**src/rtl/arbiter.sv**
```systemverilog
// rtl/arbiter.sv - independent round-robin arbiters for the read and write channels
module arbiter #(
  parameter int NUM_CLIENTS           = 8,
  parameter int ADDR_SIZE             = 16,
  parameter int WRITE_DATA_SIZE       = 32,
  parameter int READ_DATA_SIZE        = 512,
  parameter bit HAVE_UPSTREAM_ARBITER = 1
) (
  input  logic                       clk,
  input  logic                       rst_n,
  input  logic [NUM_CLIENTS-1:0]     client_read_en,
  input  logic [ADDR_SIZE-1:0]       client_read_addr [NUM_CLIENTS],
  input  logic [NUM_CLIENTS-1:0]     client_write_en,
  input  logic [ADDR_SIZE-1:0]       client_write_addr [NUM_CLIENTS],
  input  logic [WRITE_DATA_SIZE-1:0] client_write_data [NUM_CLIENTS],
  input  logic [READ_DATA_SIZE-1:0]  mem_read_data,
  input  logic                       upstream_read_valid,
  input  logic                       upstream_write_done,
  output logic [READ_DATA_SIZE-1:0]  client_read_data,
  output logic [NUM_CLIENTS-1:0]     client_read_valid,
  output logic [NUM_CLIENTS-1:0]     client_write_done,
  output logic                       mem_read_en,
  output logic [ADDR_SIZE-1:0]       mem_read_addr,
  output logic                       mem_write_en,
  output logic [ADDR_SIZE-1:0]       mem_write_addr,
  output logic [WRITE_DATA_SIZE-1:0] mem_write_data,
  output logic [NUM_CLIENTS-1:0]     client_read_grants,
  output logic [NUM_CLIENTS-1:0]     client_write_grants
);

  localparam int PW = (NUM_CLIENTS > 1) ? $clog2(NUM_CLIENTS) : 1;

  logic [PW-1:0] rd_ptr_q, rd_ptr_d, wr_ptr_q, wr_ptr_d;
  logic [PW-1:0] rd_idx, wr_idx;
  logic          rd_cmpl, wr_cmpl;

  // First requester at or above the pointer, wrapping; the pointer only moves on
  // completion, so an outstanding grant stays put while its request is held.
  function automatic logic [NUM_CLIENTS-1:0] rr_pick(input logic [NUM_CLIENTS-1:0] req,
                                                     input logic [PW-1:0] ptr);
    logic [NUM_CLIENTS-1:0] g;
    logic                   found;
    logic [PW-1:0]          idx;
    g     = '0;
    found = 1'b0;
    for (int i = 0; i < NUM_CLIENTS; i++) begin
      idx = PW'((int'(ptr) + i) % NUM_CLIENTS);
      if (!found && req[idx]) begin
        g[idx] = 1'b1;
        found  = 1'b1;
      end
    end
    return g;
  endfunction

  function automatic logic [PW-1:0] onehot_idx(input logic [NUM_CLIENTS-1:0] g);
    logic [PW-1:0] idx;
    idx = '0;
    for (int i = 0; i < NUM_CLIENTS; i++) begin
      if (g[i]) idx = PW'(i);
    end
    return idx;
  endfunction

  function automatic logic [PW-1:0] next_ptr(input logic [PW-1:0] idx);
    return PW'((int'(idx) + 1) % NUM_CLIENTS);
  endfunction

  assign rd_cmpl = HAVE_UPSTREAM_ARBITER ? upstream_read_valid : 1'b1;
  assign wr_cmpl = HAVE_UPSTREAM_ARBITER ? upstream_write_done : 1'b1;

  assign client_read_grants  = rr_pick(client_read_en, rd_ptr_q);
  assign client_write_grants = rr_pick(client_write_en, wr_ptr_q);
  assign rd_idx = onehot_idx(client_read_grants);
  assign wr_idx = onehot_idx(client_write_grants);

  always_comb begin
    mem_read_addr  = '0;
    mem_write_addr = '0;
    mem_write_data = '0;
    for (int i = 0; i < NUM_CLIENTS; i++) begin
      mem_read_addr  = mem_read_addr  | (client_read_addr[i]  & {ADDR_SIZE{client_read_grants[i]}});
      mem_write_addr = mem_write_addr | (client_write_addr[i] & {ADDR_SIZE{client_write_grants[i]}});
      mem_write_data = mem_write_data | (client_write_data[i] & {WRITE_DATA_SIZE{client_write_grants[i]}});
    end
  end

  assign mem_read_en       = |client_read_grants;
  assign mem_write_en      = |client_write_grants;
  assign client_read_data  = mem_read_en ? mem_read_data : '0;
  assign client_read_valid = client_read_grants & {NUM_CLIENTS{rd_cmpl}};
  assign client_write_done = client_write_grants & {NUM_CLIENTS{wr_cmpl}};

  always_comb begin
    rd_ptr_d = rd_ptr_q;
    wr_ptr_d = wr_ptr_q;
    if (mem_read_en && rd_cmpl)  rd_ptr_d = next_ptr(rd_idx);
    if (mem_write_en && wr_cmpl) wr_ptr_d = next_ptr(wr_idx);
  end

  always_ff @(posedge clk or negedge rst_n) begin
    if (!rst_n) begin
      rd_ptr_q <= '0;
      wr_ptr_q <= '0;
    end else begin
      rd_ptr_q <= rd_ptr_d;
      wr_ptr_q <= wr_ptr_d;
    end
  end

endmodule

```
**config.mk**
```make
export PLATFORM = sky130hd
export DESIGN_NAME = arbiter
export DESIGN_NICKNAME = d
export VERILOG_FILES = /design/src/rtl/arbiter.sv
export SDC_FILE = /design/constraint.sdc
export NUM_CORES = 1
export LEC_CHECK = 0
export CAP_MARGIN = 20
export CORE_AREA = 2 2 640 642
export CTS_BUF_LIST = sky130_fd_sc_hd__clkbuf_8 sky130_fd_sc_hd__clkbuf_16
export DETAILED_ROUTE_END_ITERATION = 12
export DIE_AREA = 0 0 642 644
export SLEW_MARGIN = 20
export SYNTH_ARGS = -nofsm -noshare
export SYNTH_HDL_FRONTEND = slang
export SYNTH_SLANG_ARGS = --single-unit
export TNS_END_PERCENT = 30
```
**constraint.sdc**
```tcl
create_clock -name clk -period 6.6 [get_ports clk]
set_input_delay 1.32 -clock clk [delete_from_list [all_inputs] [get_ports clk]]
set_output_delay 1.32 -clock clk [all_outputs]
set_load 0.005 [all_outputs]
```
==> impl_results.md <==
- Status: completed
- Non-Filler Instances: 8647
- Core area: 408000 um2
- Clock share of power: 0.004
- Ys flop type: dfrtp_1
- R2R Setup Slk: 1.64 ns
- CP Data Required Time: 5.28 ns
- Total CTS buffers: 3
- PwrDens: 848 nW/um2
- Largest net degree at the start of global routing: 42
- Final WL: 325000 um
- Critical path arrival: 5.19 ns
- Syn_area_per_cell: 6.96 um2
- Initial Util: 0.0231
- Tightest Hold Check Type: reg -> reg
- Distinct cell type count after synthesis: 59
- Syn_nets: 2412
- Peak supply drop: 0.442 mV
- Grt ovf: 0
- First-pass GRT wire length: 366000 um
- Fin. max-slew vios: 0
- Hold Crit Start: rd_ptr_q[1]$_DFFE_PN0P_
- Number of global-route vias before repair: 19806
- Root Buffer Master: clkbuf_16
- Num Clock Sinks: 6
- Final Hold Viols: 0
- Final net count: 4177
- Slew @ Worst Pin: 0.732 ns
- Initial antenna violation count: 444
- Synth Warn #: 0
- Worst Skew: 0.000115 ns
- Crit-path max cell delay: 0.57 ns
- Die area: 413000 um2
- DRC Markers: 0
- Design internal power: 13.6 mW
- Max-Cap Viols: 0
- Post-layout min period: 6.51 ns
- WS Path Type: in -> out
- Asr flop ratio synth: 1.00
- Leakage power: 12.6 nW
- WHS Endpoint: rd_ptr_q[1]$_DFFE_PN0P_
- Register share of total power: 0.004
- DP Cell Count: 8533
- Syn Inst Count: 1354
- Number of flops mapped to enable cells by yosys: 0
- TNS Setup: 0 ns
- Switching portion of total power: 0.553
- Post-place setup slack: -0.372 ns
- CP cell instances: clkdlybuf4s50_1 -> buf_4 -> mux4_2 -> mux2i_1 -> and3b_1 -> and2_1 -> a221oi_1 -> buf_4 -> o221ai_4 -> buf_12 -> buf_12 -> a22oi_1 -> nand4_1 -> clkdlybuf4s50_1
- Sequential element share of the synthesized area: 0.0159
- Initial DRC count: 1837
- Overall power: 30.5 mW
- #FFs+latches synth: 6
- Share of post-route cells with drive strength above 1: 0.185
- Achievable frequency: 154 MHz
- Worst R2R Path Depth: 16
- Endpoint class of the critical path: primary output
- Unrepaired setup endpoints after global routing: true
- Setup violators final: 0
- CTS tree: yes
- Hold Crit Depth: 2
- Worst R2R End: rd_ptr_q[2]$_DFFE_PN0P_
- Ratio of final minimum period to clock period: 0.986
- Switching power: 16.9 mW
- Synthesized area: 9430 um2
- IO Port Bufs: 1653
- Crit-path slowest cell: clkdlybuf4s50_1
- H-tree lvl count: 1
- Maximum clock path buffer count: 2
- Vias: 21189
- CTS Hold Bufs: 0
- Fillers: 47625
- Dpl hpwl: 308000 um
- Std-Cell Rows: 235
- Max_slew headroom: 0.512
- Area grow syn2layout: 281%
- Critical Path Fanout Max: 8
- Pre-antenna DRT Iters: 7
- Vias per cell: 2.45
- Die H: 644 um
- Clk Latency, worst-skew pair: 0.26 ns
- GRT Util Overall: 0.149
- Routed WL per cell: 37.6 um
- Bufs and invs on worst path: 6
- Die W: 642 um
- Clock Pin Slew Worst Setup and Hold Paths: 0.05 ns
- I/O pin count: 1654
- Setup ws final: 0.0915 ns
- Routability Congestion: 0.943
- Crit path max-delay family: buffers and inverters
- Detail Route Antenna Nets: 0
- Comb pwr share: 0.993
- CP startpoint kind: input port
- Reg2reg start: rd_ptr_q[0]$_DFFE_PN0P_
## power by group through the flow
stage	clock network (mW)	logic, mW	registers [mW]
finish	0.119	30.2	0.107
global route	0.127	32.3	0.112
CTS	0.125	31.1	0.106
detailed placement	0	29.5	0.106
global placement	0	29.6	0.105
floorplan	0	7.35	0.0778
## Yosys cell counts (6+ instances only)
master	instances	share of area
a21oi_1	10	0.0053
mux2_2	29	0.035
nand4_1	39	0.026
inv_1	14	0.0056
dfrtp_1	6	0.016
nor2_1	22	0.0088
mux4_2	27	0.065
ha_1	14	0.019
and2_1	18	0.012
mux2i_1	25	0.027
a22o_1	43	0.040
buf_2	57	0.030
and3_1	23	0.015
nor2b_1	517	0.34
buf_1	7	0.0028
a22oi_1	152	0.12
a221o_1	17	0.018
clkbuf_1	81	0.032
nor4_1	8	0.0053
a222oi_1	18	0.019
nand3_1	53	0.028
o21ai_0	10	0.0053
nand2_1	48	0.019
a221oi_1	41	0.038
## area by class of cell
| cell class | instances | area, um2 | share of cell area |
|---|---|---|---|
| sequential | 6 | 154 | 0.00429 |
| antenna | 78 | 195 | 0.00544 |
| inverter | 16 | 60.1 | 0.00167 |
| clock buffer | 3 | 75.1 | 0.00209 |
| tap | 5451 | 6820 | 0.190 |
| multi-input combinational | 1186 | 8950 | 0.249 |
| clock inverter | 1 | 3.75 | 0.000105 |
| timing repair buffer | 1906 | 19600 | 0.547 |
## registers in the layout, indices dropped and copies added (netlist names)
| name | flops |
|---|---|
| rd_ptr_q | 3 |
| wr_ptr_q | 3 |
## cell usage in the layout, fill, tap and decap left out, types with 5 or more instances in the layout
| cell type | instances |
|---|---|
| a22oi_2 | 6 |
| inv_1 | 15 |
| nand4_1 | 39 |
| clkdlybuf4s50_1 | 1354 |
| dlygate4sd2_1 | 25 |
| buf_6 | 6 |
| ha_1 | 14 |
| a22oi_1 | 146 |
| dfrtp_1 | 5 |
| a222oi_1 | 18 |
| and2_1 | 18 |
| a22o_1 | 43 |
| nand3_1 | 53 |
| mux4_2 | 27 |
| diode_2 | 78 |
| mux2_2 | 28 |
| nor2b_2 | 14 |
| o21ai_0 | 9 |
| a21oi_1 | 8 |
| nor2_1 | 21 |
| nand2_1 | 47 |
| buf_16 | 13 |
| buf_12 | 92 |
| a221o_1 | 16 |
| a221oi_1 | 37 |
| nor2b_1 | 503 |
| dlymetal6s2s_1 | 63 |
| mux2i_1 | 22 |
| buf_4 | 336 |
| nor4_1 | 5 |
| and3_1 | 22 |
| clkbuf_16 | 8 |
| nor3_1 | 5 |
| nand4b_1 | 5 |
## worst max-delay path by stage
stage / from / slack, ns / cells past startpoint / endpoint
3_3_place_gp: client_read_en[2] / -0.45 / 14 / client_read_data[419]
5_1_grt: client_write_en[3] / -0.02 / 15 / mem_write_data[15]
6_report: client_write_en[3] / 0.09 / 14 / mem_write_addr[8]
2_1_floorplan: rd_ptr_q[0]$_DFFE_PN0P_ / 0.79 / 18 / client_read_data[103]
3_5_place_dp: client_read_en[2] / -0.37 / 14 / client_read_data[419]
4_1_cts: client_write_en[7] / -0.06 / 14 / mem_write_data[6]
## what timing repair did
item	in CTS	in global routing
pin swaps	3	6
gates resized for setup	69	110
endpoints found under the setup margin	416	320
buffers inserted	9	10
cloned	9	5
## metal layers
metal,vias up,track usage,share of wire
met5,-,0,0.0049
met4,238,0.0220,0.027
met3,759,0.112,0.16
met2,1795,0.277,0.51
met1,9706,0.129,0.30
li1,8691,-,-
## cell families (layout without fill, tap and decap cells)
family	Yosys count	in the layout	share of synthesized area
AO/OA/AOI/OAI	325	325	0.278
XOR/XNOR	6	6	0.00558
other	0	78	0
multiplexers	81	81	0.126
buffers and inverters	162	1926	0.0725
flip-flops	6	6	0.0159
adder cells (fa/ha/maj)	14	14	0.0186
AND/OR/NAND/NOR	760	760	0.484
## worst reg2reg max path, stage by stage (launching register included)
cell	delay [ns]
dfrtp_4	0.55
inv_2	0.06
ha_1	0.41
mux4_2	0.44
nor3_1	0.09
or4_4	0.59
buf_4	0.18
a311oi_2	0.28
nor3b_2	0.13
mux2_2	0.34
buf_4	0.21
mux2_2	0.30
or4_1	0.56
ha_1	0.28
nor3_1	0.18
a21oi_1	0.06
o211ai_1	0.19
## per-stage QoR
stage | area, um2 | hold WS (ns) | util
after floorplan | 9430 | 0.774 | -
after CTS | 35200 | 0.755 | 0.0864
final | 35900 | 0.749 | 0.0881
after detailed placement | 34700 | 0.744 | 0.0850
after global routing | 35800 | 0.783 | 0.0877
after global placement | 34700 | 0.734 | 0.0850
Power figures use the tool's default switching activity.
